<file path="config.mk">
export PLATFORM = sky130hd
export DESIGN_NAME = i2s_tx_serializer
export DESIGN_NICKNAME = d
export VERILOG_FILES = /design/src/rtl/i2s_tx_serializer_pkg.sv /design/src/rtl/i2s_clk_gen.sv /design/src/rtl/i2s_tx_serializer.sv
export SDC_FILE = /design/constraint.sdc
export NUM_CORES = 1
export LEC_CHECK = 0
export ABC_AREA = 1
export BUFFER_PORTS_ARGS = -buffer_cell sky130_fd_sc_hd__clkbuf_2
export CAP_MARGIN = 20
export CORE_MARGIN = 1
export CORE_UTILIZATION = 40
export CTS_BUF_LIST = sky130_fd_sc_hd__clkbuf_4
export DETAILED_ROUTE_END_ITERATION = 6
export HOLD_SLACK_MARGIN = 0.1
export PLACE_DENSITY = 0.63
export SETUP_SLACK_MARGIN = 0.2
export SLEW_MARGIN = 5
export SYNTH_ARGS = -nofsm -noshare
export SYNTH_HDL_FRONTEND = slang
export SYNTH_HIERARCHICAL = 1
export SYNTH_SLANG_ARGS = --single-unit
</file>
<file path="constraint.sdc">
create_clock -name clk -period 1.94 [get_ports clk]
set_clock_uncertainty 0.2 [all_clocks]
set_input_delay 0 -clock clk [delete_from_list [all_inputs] [get_ports clk]]
set_output_delay 0 -clock clk [all_outputs]
set_load 0.02 [all_outputs]
</file>
<file path="src/rtl/i2s_tx_serializer_pkg.sv">
// Shared definitions for the I2S transmit serializer: FSM state encoding and
// default geometry. The FIFO feeding this block imports the same DEF_DATA_W
// so both ends agree on the frame width.
package i2s_tx_serializer_pkg;

  localparam int DEF_DATA_W  = 16;  // bits per channel
  localparam int DEF_CLK_DIV = 4;   // clk cycles per BCLK half-period

  typedef enum logic [1:0] {
    ST_IDLE  = 2'd0,
    ST_FETCH = 2'd1,
    ST_WAIT  = 2'd2,
    ST_RUN   = 2'd3
  } state_t;

endpackage

</file>
<file path="src/rtl/i2s_clk_gen.sv">
// Bit-clock generator for the I2S serializer. Divides clk down to BCLK and
// flags the clk cycle on which BCLK is about to rise or fall, so the
// serializer can update SD/LRCLK exactly on the falling edge. Everything
// parks at 0 while run is low.
module i2s_clk_gen #(
  parameter int CLK_DIV = 4
) (
  input  logic clk,
  input  logic rst_n,
  input  logic i_run,
  output logic o_bclk,
  output logic o_tick_rise,
  output logic o_tick_fall
);

  localparam int                DIV_W    = $clog2(CLK_DIV);
  localparam logic [DIV_W-1:0]  DIV_LAST = DIV_W'(CLK_DIV - 1);

  logic [DIV_W-1:0] r_div;
  logic             r_bclk;
  logic             w_toggle;

  assign w_toggle = i_run && (r_div == DIV_LAST);

  // Half-period counter and BCLK flop; cleared whenever run is low.
  always_ff @(posedge clk or negedge rst_n) begin
    // NOTE: sequential state always uses non-blocking assignments so every
    // flop samples pre-edge values regardless of block ordering.
    if (!rst_n) begin
      r_div  <= '0;
      r_bclk <= 1'b0;
    end else if (!i_run) begin
      r_div  <= '0;
      r_bclk <= 1'b0;
    end else if (w_toggle) begin
      r_div  <= '0;
      r_bclk <= ~r_bclk;
    end else begin
      r_div  <= r_div + 1'b1;
    end
  end

  assign o_bclk      = r_bclk;
  assign o_tick_rise = w_toggle & ~r_bclk;
  assign o_tick_fall = w_toggle &  r_bclk;

endmodule

</file>
<file path="src/rtl/i2s_tx_serializer.sv">
// Philips I2S transmitter: pops stereo frames {left, right} from a FIFO and
// shifts them MSB-first on SD with LRCLK leading the slot by one BCLK.
// One frame is prefetched mid-frame so consecutive frames run without gaps.
// Build option: define I2S_UNDERRUN_HOLD_EN to repeat the last frame on
// underrun instead of sending a zero frame.
module i2s_tx_serializer
  import i2s_tx_serializer_pkg::*;
#(
  parameter int DATA_W  = DEF_DATA_W,
  parameter int CLK_DIV = DEF_CLK_DIV
) (
  input  logic                clk,
  input  logic                rst_n,
  input  logic                En,
  input  logic                Empty,
  input  logic [2*DATA_W-1:0] Rd_Data,
  output logic                Rd_En,
  output logic                BCLK,
  output logic                LRCLK,
  output logic                SD,
  output logic                Busy,
  output logic                Underrun,
  input  logic                Underrun_Clr
);

  localparam int              FRAME_W    = 2 * DATA_W;
  localparam int              P_W        = $clog2(FRAME_W);
  localparam logic [P_W-1:0]  P_LAST     = P_W'(FRAME_W - 1);
  localparam logic [P_W-1:0]  P_PREFETCH = P_W'(DATA_W - 1);   // fall entering p=DATA_W
  localparam logic [P_W-1:0]  P_LR_FIRST = P_W'(DATA_W - 1);
  localparam logic [P_W-1:0]  P_LR_LAST  = P_W'(FRAME_W - 2);

  state_t             r_state, w_state_next;
  logic [P_W-1:0]     r_p, w_p_next;
  logic [FRAME_W-1:0] r_shift, r_next_buf, w_fill;
  logic               r_next_valid, r_fetch_pend, r_lrclk, r_underrun;
  logic               w_run, w_bclk, w_tick_rise, w_tick_fall;
  logic               w_start_pop, w_capture, w_prefetch, w_boundary, w_exit;
  logic               w_lr_next, w_underrun_set;

  assign w_run = (r_state == ST_RUN);

  i2s_clk_gen #(.CLK_DIV(CLK_DIV)) u_clk_gen (
    .clk         (clk),
    .rst_n       (rst_n),
    .i_run       (w_run),
    .o_bclk      (w_bclk),
    .o_tick_rise (w_tick_rise),
    .o_tick_fall (w_tick_fall)
  );

  // The divider can never announce both edges in the same cycle.
  assert property (@(posedge clk) disable iff (!rst_n) !(w_tick_rise && w_tick_fall));

  assign w_boundary     = w_tick_fall && (r_p == P_LAST);
  assign w_exit         = w_boundary && !En;
  assign w_prefetch     = w_tick_fall && (r_p == P_PREFETCH) && !r_next_valid && !Empty;
  assign w_underrun_set = w_boundary && En && !r_next_valid;
  assign w_p_next       = (r_p == P_LAST) ? '0 : r_p + 1'b1;
  assign w_lr_next      = (w_p_next >= P_LR_FIRST) && (w_p_next <= P_LR_LAST);

  // State register.
  always_ff @(posedge clk or negedge rst_n) begin
    if (!rst_n) r_state <= ST_IDLE;
    else        r_state <= w_state_next;
  end

  // Next-state logic and the single-cycle start pop.
  always_comb begin
    // NOTE: every output of this block gets a default first, otherwise a
    // missed branch would infer a latch.
    w_state_next = r_state;
    w_start_pop  = 1'b0;
    w_capture    = 1'b0;
    case (r_state)
      ST_IDLE:  if (En && !Empty) begin
                  w_start_pop  = 1'b1;
                  w_state_next = ST_FETCH;
                end
      ST_FETCH: w_state_next = ST_WAIT;
      ST_WAIT:  begin
                  w_capture    = 1'b1;
                  w_state_next = ST_RUN;
                end
      ST_RUN:   if (w_exit) w_state_next = ST_IDLE;
      default:  w_state_next = ST_IDLE;
    endcase
  end

  // Gated by rst_n so a pop cannot be issued while reset holds the FSM.
  assign Rd_En = rst_n && (w_start_pop || w_prefetch);

`ifdef I2S_UNDERRUN_HOLD_EN
  logic [FRAME_W-1:0] r_last;

  // Copy of the frame currently on the wire, replayed on underrun.
  always_ff @(posedge clk) begin
    if (w_capture)                      r_last <= Rd_Data;
    else if (w_boundary && r_next_valid) r_last <= r_next_buf;
  end

  assign w_fill = r_last;
`else
  assign w_fill = '0;
`endif

  // Bit counter, shift register and LRCLK, all updated on BCLK falls.
  always_ff @(posedge clk or negedge rst_n) begin
    if (!rst_n) begin
      r_p     <= '0;
      r_shift <= '0;
      r_lrclk <= 1'b0;
    end else if (w_capture) begin
      r_p     <= '0;
      r_shift <= Rd_Data;
      r_lrclk <= 1'b0;
    end else if (w_exit) begin
      r_p     <= '0;
      r_shift <= '0;
      r_lrclk <= 1'b0;
    end else if (w_tick_fall) begin
      r_p     <= w_p_next;
      r_lrclk <= w_lr_next;
      if (w_boundary) r_shift <= r_next_valid ? r_next_buf : w_fill;
      else            r_shift <= {r_shift[FRAME_W-2:0], 1'b0};
    end
  end

  // Prefetch bookkeeping and the sticky underrun flag (set beats clear).
  always_ff @(posedge clk or negedge rst_n) begin
    if (!rst_n) begin
      r_fetch_pend <= 1'b0;
      r_next_valid <= 1'b0;
      r_underrun   <= 1'b0;
    end else begin
      r_fetch_pend <= w_prefetch;
      if (w_boundary)        r_next_valid <= 1'b0;
      else if (r_fetch_pend) r_next_valid <= 1'b1;
      if (w_underrun_set)    r_underrun <= 1'b1;
      else if (Underrun_Clr) r_underrun <= 1'b0;
    end
  end

  // Prefetched frame payload, qualified by r_next_valid.
  always_ff @(posedge clk) begin
    // NOTE: pure data storage is left without reset; its valid flag is
    // reset instead, which keeps the reset tree small.
    if (r_fetch_pend) r_next_buf <= Rd_Data;
  end

  assign BCLK     = w_bclk;
  assign LRCLK    = r_lrclk;
  assign SD       = r_shift[FRAME_W-1];
  assign Busy     = (r_state != ST_IDLE);
  assign Underrun = r_underrun;

endmodule
</file>
==> key figures <==
Run status
  • Outcome: finished, violations left
  • Failing checks: negative setup slack

Synth
  • Syn Nets: between 400 and 500
  • Syn_area_per_cell: 9.336 um^2
  • YS warnings: 6
  • Mapped Area: 0.003520 mm^2
  • Number of standard cells after synthesis: around 380

Drt
  • Post-route DRC violation count: 0
  • Routed len/inst: 14.24 um
  • Drt via density: 5.024
  • Remaining antenna violation count: 0
  • Vias: 3110
  • Drt first pass iters: 5
  • Routed wire length: 8.814 mm
  • Initial DRC Count: 156

Global routing
  • Total track usage: 0.1976
  • Vias in the first global route: between 3000 and 4000
  • First-pass GRT wire length: roughly 14 mm
  • GRT overflow: 0
  • Largest net degree at the start of global routing: around 50
  • Initial antenna violation count: 0

Worst hold path
  • Worst hold path class: in2reg

Power
  • Reg power frac: 0.384
  • Static Leak: roughly 0.0023 uW
  • Power Total: 5972 uW
  • VDD IR max: between 500 and 600 uV
  • Pwr dens: 1164 mW/mm^2
  • Int Pwr: 3828 uW
  • Combinational share of power: 0.410
  • Clock share of power: 0.207
  • NetSw: between 2000 and 2500 uW
  • Sw Ratio: 0.3591

Place
  • IO buf count: 42
  • Final GP Congestion: approximately 0.90
  • Cell Area, Placed: between 0.003 and 0.004 mm^2
  • Hpwl dp: between 4 and 5 mm

STA
  • Worst-margin pin slew: roughly 0.63 ns
  • Max_slew headroom: 0.5776
  • Hold Slack: about 0.14 ns
  • Post-route setup slack: -0.1251 ns
  • Clock period minus worst slack: 2.065 ns
  • FMAX: a little under 500 MHz
  • Total negative slack: -1.425 ns
  • Final hold violations: 0
  • Fin crit share: 1.064
  • Count of pins over their slew limit: 0
  • RSZ-0062 raised after global routing: yes
  • Final Setup Violations: 32

Floorplanning
  • Initial Utilization: 0.4199
  • Rows: 33
  • Core area: 0.008382 mm^2
  • DIE AREA: between 0.009 and 0.01 mm^2
  • IO Count: 43
  • Die Ht: 95.81 um
  • Die W: between 90 and 100 um

Final layout
  • Filler instances: approximately 720
  • Cell area after layout: just over 0.005 mm^2
  • Nets@finish: 554
  • Util after Layout: 0.6123
  • Layout cell share with drive strength beyond 1: 0.2398
  • FF/Latch Area: around 0.0021 mm^2
  • Multi-input gate area: roughly 0.0014 mm^2
  • Area growth syn-to-layout: 45.82%

Critical path
  • CP delay by family, top: flip-flops
  • CP startpoint kind: flip-flop
  • Kind of critical path: reg2out
  • Crit-path max FO: 2
  • Buffers & Inverters on Critical Path: 1
  • Worst-path cell chain: ha_2 > nand2_2 > nor2_4 > ha_1 > nand4_1 > a21boi_1 > clkbuf_4
  • Setup crit end kind: primary output
  • Critical Path Slowest Stage Cell: dfrtp_1
  • Arrival @ worst endpoint: 1.87 ns
  • CP required: approximately 1.7 ns
  • Slowest Stage Delay on Critical Path: 0.37 ns

Flow run
  • Max-cap violations: 0

Clocking
  • CTS H-tree depth: 3
  • Reg clk slew, reported paths: approximately 0.12 ns
  • Max Buffers Root-to-Sink: 2
  • Clk root buf: clkbuf_4
  • CTS buffer count: 9
  • CTS tree: built
  • Worst skew pair latency: between 0.4 and 0.5 ns
  • Clk sink count: 78
==> registers in the layout, indices dropped and copies added, names as in the netlist <==
signal / cells
Underrun: 1
u_clk_gen/r_div: 2
LRCLK: 1
r_p: 5
r_fetch_pend: 1
r_next_valid: 1
r_shift: 32
u_clk_gen/o_bclk: 1
r_state: 2
r_next_buf: 32
==> cells in the final DEF (no fill, tap or decap), types with 2 or more instances in the layout <==
cell type and n:
nand2_1 107, dlygate4sd3_1 65, dfrtp_1 46, clkbuf_2 41, a21oi_1 34, edfxtp_1 32, o21ai_1 31, o21ai_0 31
buf_4 19, inv_1 17, clkbuf_4 10, nand3_1 9, nor2_1 9, buf_12 7, nor2_4 6, nor2_2 4
ha_2 4, ha_1 4, inv_2 3, bufinv_16 3, buf_6 3, nand2_2 2, nand4_1 2, inv_4 2
a21oi_2 2, nand3_2 2, o22ai_2 2, clkinv_4 2, clkbuf_16 2
==> routing by layer <==
metal,global-route usage,part of all wire,vias to the layer above
met2,0.3452,0.49,67
li1,-,-,1527
met5,0,0,-
met4,0.04229,0.0077,0
met3,0.05292,0.038,6
met1,0.2449,0.46,1510
==> area by class of cell <==
| class | count | area share |
|---|---|---|
| flip-flops and latches | 78 | 0.4115 |
| multi-input cells | 258 | 0.2662 |
| repair buffers | 139 | 0.2426 |
| well taps | 105 | 0.02560 |
| clock inverters | 7 | 0.02340 |
| inverters | 22 | 0.01706 |
| clock buffers | 9 | 0.01316 |
| diodes | 1 | 0.0004876 |
==> power groups by stage <==
stage / clock network [uW] / registers, uW / logic (uW)
finish: 1240 / 2290 / 2450
global route: 1330 / 2330 / 2780
CTS: 1270 / 2280 / 2300
detailed placement: 0 / 2320 / 2110
global placement: 0 / 2310 / 2040
floorplan: 0 / 2280 / 1500
==> path summary, 6_finish.rpt <==
kind	slack [ns]	start	to	cells after the start
setup reg to reg	-0.08	r_p[1]	r_shift[22]	12
max in group asynchronous	0.45	rst_n	r_shift[23]	4
hold / removal	0.14	Rd_Data[15]	r_next_buf[15]	2
setup / recovery	-0.13	r_p[1]	Rd_En	7
hold reg to reg	0.30	r_shift[28]	r_shift[28]	2
min in group asynchronous	0.65	rst_n	r_shift[4]	4
==> what timing repair did <==
action,4_1_cts,5_1_grt
cloned,0,2
hold buffers,61,4
setup endpoints to repair,41,41
gates resized for setup,18,25
endpoints found under the hold margin,117,4
pin swaps,7,7
buffers inserted,8,6
==> worst register-to-register path, cell delays in order, from the launching register on <==
cell and delay [ns]:
dfrtp_1 0.37, ha_2 0.19, nand2_2 0.07, nor2_4 0.10, buf_4 0.13, ha_4 0.16, nand2_8 0.08, inv_4 0.07
nand2_4 0.06, nor2_4 0.10, buf_12 0.19, a21oi_1 0.10, o21ai_1 0.13
==> metrics by stage <==
step                instances  setup slack, ns
finish                    619          -0.1251
floorplan                 377          0.09249
CTS                       606         -0.05668
global route              618          -0.2349
detailed placement        521         -0.03929
global placement          521          0.02769
Power figures use the tool's default switching activity.
